<file path="src/rtl/addr_bus_mem_responder.sv">
// rtl/addr_bus_mem_responder.sv - memory responder on a shared, multi-driver address bus
//
// Purpose: single-port word memory that accepts a read or write request when
// exactly one address-bus driver is enabled, lets the relay bus settle for
// WAIT_CYCLES+1 cycles, performs the access, and pulses ack for one cycle.
// Malformed requests (read+write together, floating or contended bus) are
// refused and recorded in a sticky bus_err flag.
//
// Ports:
//   clock      - sole clock, rising edge
//   reset_n    - asynchronous active-low reset
//   addr       - address bus as seen at the memory end
//   drv_sel    - bus driver enables {INC, PC, J, XY, M}
//   mem_read   - read request
//   mem_write  - write request
//   data_in    - write data
//   data_out   - read data, holds last read value
//   data_oe    - data_out valid (read completion cycle)
//   busy       - access in progress
//   ack        - one-cycle completion pulse
//   bus_err    - sticky protocol-error flag
//   err_clr    - synchronous clear of bus_err (a same-edge error wins)

module addr_bus_mem_responder #(
    parameter int ADDR_BUS_WIDTH = 8,
    parameter int DATA_WIDTH     = 8,
    parameter int WAIT_CYCLES    = 2
) (
    input  logic                      clock,
    input  logic                      reset_n,
    input  logic [ADDR_BUS_WIDTH-1:0] addr,
    input  logic [4:0]                drv_sel,
    input  logic                      mem_read,
    input  logic                      mem_write,
    input  logic [DATA_WIDTH-1:0]     data_in,
    output logic [DATA_WIDTH-1:0]     data_out,
    output logic                      data_oe,
    output logic                      busy,
    output logic                      ack,
    output logic                      bus_err,
    input  logic                      err_clr
);

    localparam logic [3:0] WAIT_INIT = 4'(WAIT_CYCLES);

    typedef enum logic [1:0] {
        ST_IDLE = 2'd0,
        ST_WAIT = 2'd1,
        ST_XFER = 2'd2,
        ST_ACK  = 2'd3
    } state_t;

    state_t state;
    state_t state_nxt;

    logic [3:0]                cnt;
    logic [ADDR_BUS_WIDTH-1:0] lat_addr;
    logic [DATA_WIDTH-1:0]     lat_data;
    logic                      lat_rd;

    logic [DATA_WIDTH-1:0] mem [0:(2**ADDR_BUS_WIDTH)-1];

    logic sel_onehot;
    logic req_any;
    logic req_ok;
    logic err_set;

    // A request is only honoured with exactly one bus driver enabled; any
    // request seen in IDLE that is not well formed is an error instead.
    assign sel_onehot = $onehot(drv_sel);
    assign req_any    = mem_read | mem_write;
    assign req_ok     = (mem_read ^ mem_write) & sel_onehot;
    assign err_set    = (state == ST_IDLE) & req_any & ~req_ok;

    always_ff @(posedge clock or negedge reset_n) begin
        if (!reset_n) begin
            state <= ST_IDLE;
        end else begin
            state <= state_nxt;
        end
    end

    always_comb begin
        state_nxt = state;
        busy      = 1'b0;
        ack       = 1'b0;
        data_oe   = 1'b0;
        case (state)
            ST_IDLE: begin
                if (req_ok) begin
                    state_nxt = ST_WAIT;
                end
            end
            ST_WAIT: begin
                busy = 1'b1;
                if (cnt == 4'd0) begin
                    state_nxt = ST_XFER;
                end
            end
            ST_XFER: begin
                busy      = 1'b1;
                state_nxt = ST_ACK;
            end
            ST_ACK: begin
                busy      = 1'b1;
                ack       = 1'b1;
                data_oe   = lat_rd;
                state_nxt = ST_IDLE;
            end
            default: begin
                state_nxt = ST_IDLE;
            end
        endcase
    end

    // Request fields are captured only on acceptance, so bus activity during
    // an access cannot disturb it.
    always_ff @(posedge clock or negedge reset_n) begin
        if (!reset_n) begin
            cnt      <= 4'd0;
            lat_addr <= '0;
            lat_data <= '0;
            lat_rd   <= 1'b0;
            data_out <= '0;
            bus_err  <= 1'b0;
        end else begin
            if (state == ST_IDLE && req_ok) begin
                cnt      <= WAIT_INIT;
                lat_addr <= addr;
                lat_data <= data_in;
                lat_rd   <= mem_read;
            end else if (state == ST_WAIT && cnt != 4'd0) begin
                cnt <= cnt - 4'd1;
            end

            if (state == ST_XFER && lat_rd) begin
                data_out <= mem[lat_addr];
            end

            if (err_set) begin
                bus_err <= 1'b1;
            end else if (err_clr) begin
                bus_err <= 1'b0;
            end
        end
    end

    // No reset on the array: contents are undefined until written. A reset
    // before the XFER exit edge has already forced state to IDLE, so the
    // cancelled write never lands.
    always_ff @(posedge clock) begin
        if (state == ST_XFER && !lat_rd) begin
            mem[lat_addr] <= lat_data;
        end
    end

endmodule

</file>
<file path="config.mk">
export PLATFORM = sky130hd
export DESIGN_NAME = addr_bus_mem_responder
export DESIGN_NICKNAME = d
export VERILOG_FILES = /design/src/rtl/addr_bus_mem_responder.sv
export SDC_FILE = /design/constraint.sdc
export NUM_CORES = 2
export LEC_CHECK = 0
export ABC_AREA = 1
export CAP_MARGIN = 40
export CORE_MARGIN = 2
export CORE_UTILIZATION = 57
export DETAILED_ROUTE_END_ITERATION = 16
export GPL_ROUTABILITY_DRIVEN = 0
export PLACE_DENSITY_LB_ADDON = 0.25
export SETUP_SLACK_MARGIN = 0.15
export SLEW_MARGIN = 5
export SYNTH_ARGS = -nofsm -noshare
export SYNTH_HDL_FRONTEND = slang
export SYNTH_SLANG_ARGS = --single-unit
</file>
<file path="constraint.sdc">
create_clock -name clock -period 3.75 [get_ports clock]
set_input_delay 0.75 -clock clock [delete_from_list [all_inputs] [get_ports clock]]
set_output_delay 0.75 -clock clock [all_outputs]
set_load 0.01 [all_outputs]
</file>
==> impl_metrics.json <==
{
  "startpoint_type": "flop",
  "slew_headroom_pct": 35.5,
  "cts_root_buffer": "clkbuf_16",
  "nets": 7878,
  "power_w": 0.0741,
  "grt_pass1_wl_microns": 335000,
  "die_y_microns": 390,
  "max_freq_mhz": 298,
  "avgRoutedWirePerCell_microns": 22.5,
  "rsz0062_at_grt": "false",
  "grt_usage_pct": 29.5,
  "routed_wl_microns": 224000,
  "gr-usage-met3_pct": 6.39,
  "yosys-top-cells-area": "edfxtp_1 (72%), nand2_1 (19%), nor2_1 (2.7%)",
  "ir_worst_vdd_v": 0.000922,
  "synth.avg_cell_area_sq_um": 10.9,
  "finalCritPeriodShare_pct": 89.4,
  "grt_max_degree": 143,
  "grt_pass1_vias": 54165,
  "cap_violations": 0,
  "top_usage_layer": "met2",
  "leakage_nw": 36.4,
  "finalMaxSlewViolations": 0,
  "clkSlewWorstSetupHoldPaths_ps": 60,
  "end_kind": "flop",
  "path_cells": "nand2_1 > inv_4 > buf_4 > o21ai_0 > nand2_1 > nor2_1 > nor2_1 > nor2_1 > nand2_1 > nand2_1 > nand2_1 > nor2_1 > nor2_1",
  "synth_top_flop_cell": "edfxtp_1",
  "dr.pass1.iters": 6,
  "grt.met2_usage_pct": 46.2,
  "cts_tree": "built",
  "gr-usage-met1_pct": 40.2,
  "io_pins": 38,
  "finalClockSkew_ps": 35.2,
  "synth_top_cell_area_share_pct": 72.4,
  "synthesis.nets": 7866,
  "avgViaCountPerCell": 5.69,
  "holdWs_ps": 258,
  "cp_slowest_stage_delay_ps": 640,
  "area_growth_pct": 11.0,
  "yosysMostFrequentCell": "nand2_1",
  "cp_slowest_cell": "inv_4",
  "io_buffers": 37,
  "ant_nets": 0,
  "power_switching_w": 0.0284,
  "setup_violations": 0,
  "htree_levels": 4,
  "fillers": 11055,
  "fin_cells": 9941,
  "worstSetupPathType": "reg2reg",
  "intPower_w": 0.0458,
  "drtIter0Drc": 6507,
  "core-area_sq_mm": 0.148,
  "worstPathMaxFanout": 40,
  "placedCellCount": 9571,
  "synth.largest_area_cell": "edfxtp_1",
  "ys_ff_latch": 2080,
  "synth_edf_count": 2048,
  "status": "finished clean",
  "switching_share_pct": 38.3,
  "tightest_slew_ps": 968,
  "hold_path.class": "in2async",
  "power_frac_clock_pct": 26.3,
  "cts_num_sinks": 2080,
  "cts_resized": 0,
  "fin_setup_tns_ps": 0,
  "drc": 0,
  "grt_overflow": 0,
  "finalCriticalPeriod_ps": 3350,
  "async_flop_share_pct": 1.54,
  "final_layout_size_suffix_gt1_share_pct": 5.86,
  "yosys_warnings": 0,
  "rows": 141,
  "synth_seq_area_share_pct": 73.3,
  "initial_utilization_pct": 57.5,
  "die-area_sq_mm": 0.152,
  "antenna_found_initial": 2,
  "powerDensity_mw_per_mm2": 786,
  "clock_path_buffers": 3,
  "combPwrFrac_pct": 33.9,
  "ys_types": 28,
  "hold_viol": 0,
  "cts-buffers-inserted": 197,
  "dp_hpwl_microns": 129000,
  "die_x_microns": 390,
  "syn_inst": 7829,
  "ys_top_cells_by_count": "nand2_1 (4209), edfxtp_1 (2048), nor2_1 (610)",
  "power_frac_seq_pct": 39.8,
  "crit_required_ps": 4510,
  "syn_area_sq_mm": 0.0850,
  "route.vias.total": 56606,
  "cp.arrival_ps": 4110,
  "clk_latency_ps": 850
}
## cells by family (layout without fill, tap and decap cells)
kind of cell               Yosys count  in the layout  synth area share (%)
AOI/OAI and AO/OA                  218            218                  1.32
adders and majority gates           11             11                 0.180
buffers and inverters              469            649                  2.41
DFF                               2080           2080                  73.3
other                                0              2                     0
and+or+nand+nor                   5051           5051                  22.8
## stage by stage
step,setup slack [ps],utilization [%],area [sq um]
finish,399,63.8,94400
detailed placement,431,59.6,88100
CTS,624,63.8,94400
global route,402,63.8,94400
global placement,428,59.5,88000
floorplan,937,-,85000
## worst paths after layout
kind                             start           to  slack, ps  cells after the start
max                        lat_addr[2]  data_out[2]        400                     13
min                            reset_n      bus_err        260                      2
max reg2reg                lat_addr[2]  data_out[2]        400                     13
min reg2reg                     cnt[3]       cnt[3]        480                      1
max in group asynchronous      reset_n  lat_addr[1]       3060                      3
min in group clock          data_in[1]  lat_data[1]        460                      3
## critical path: cells and delay by family (launching register included)
family	cells	cell delay, ps
DFF	1	480
AOI/OAI and AO/OA	1	270
and+or+nand+nor	10	1210
buffers and inverters	2	1230
## power by group through the flow
stage                     sequential, W  combinational, W  clock, W
final                            0.0295            0.0251    0.0195
after global routing             0.0296            0.0272    0.0205
after CTS                        0.0295            0.0247    0.0196
after detailed placement         0.0300            0.0246         0
after global placement           0.0302            0.0239         0
after floorplan                  0.0309            0.0136         0
## routing by layer
layer	part of all wire (%)	vias to the layer above
met3	11	497
met1	39	27133
met2	46	3022
li1	-	25954
met4	4.2	0
met5	0	-
## state kept, by name, summed over array words and instances (netlist names)
signal / count
lat_rd: 1
state: 2
lat_data: 8
lat_addr: 8
cnt: 4
bus_err: 1
mem: 2048
data_out: 8
## cells in the final DEF, fill, tap and decap left out, types with 16 or more instances in the layout
cell	synthesis	final
clkbuf_1	173	54
clkdlybuf4s50_1	0	36
nor2_1	610	606
nand4_1	93	93
dfrtp_1	32	22
o21ai_1	18	18
inv_1	62	61
clkinv_2	0	38
nand3_1	134	134
edfxtp_1	2048	2048
buf_12	0	51
buf_4	5	123
a21oi_1	94	94
o21ai_0	93	93
clkbuf_16	0	203
bufinv_16	0	16
clkinv_1	2	45
nand2_1	4209	4209
## cell type report
class	instances	area (sq um)	area share [%]
antenna	2	5.00	0.00530
clock buffer	260	5320	5.64
clock inverter	107	948	1.00
inverter	67	277	0.293
multi-input combinational	5280	20700	21.9
sequential	2080	62300	66.1
tap	1930	2410	2.56
timing repair buffer	215	2390	2.53
## timing repair
item                      CTS  global route
hold endpoints to repair   32             0
buffers inserted            0             0
hold buffers                1             0
(Power assumes the default switching activity.)
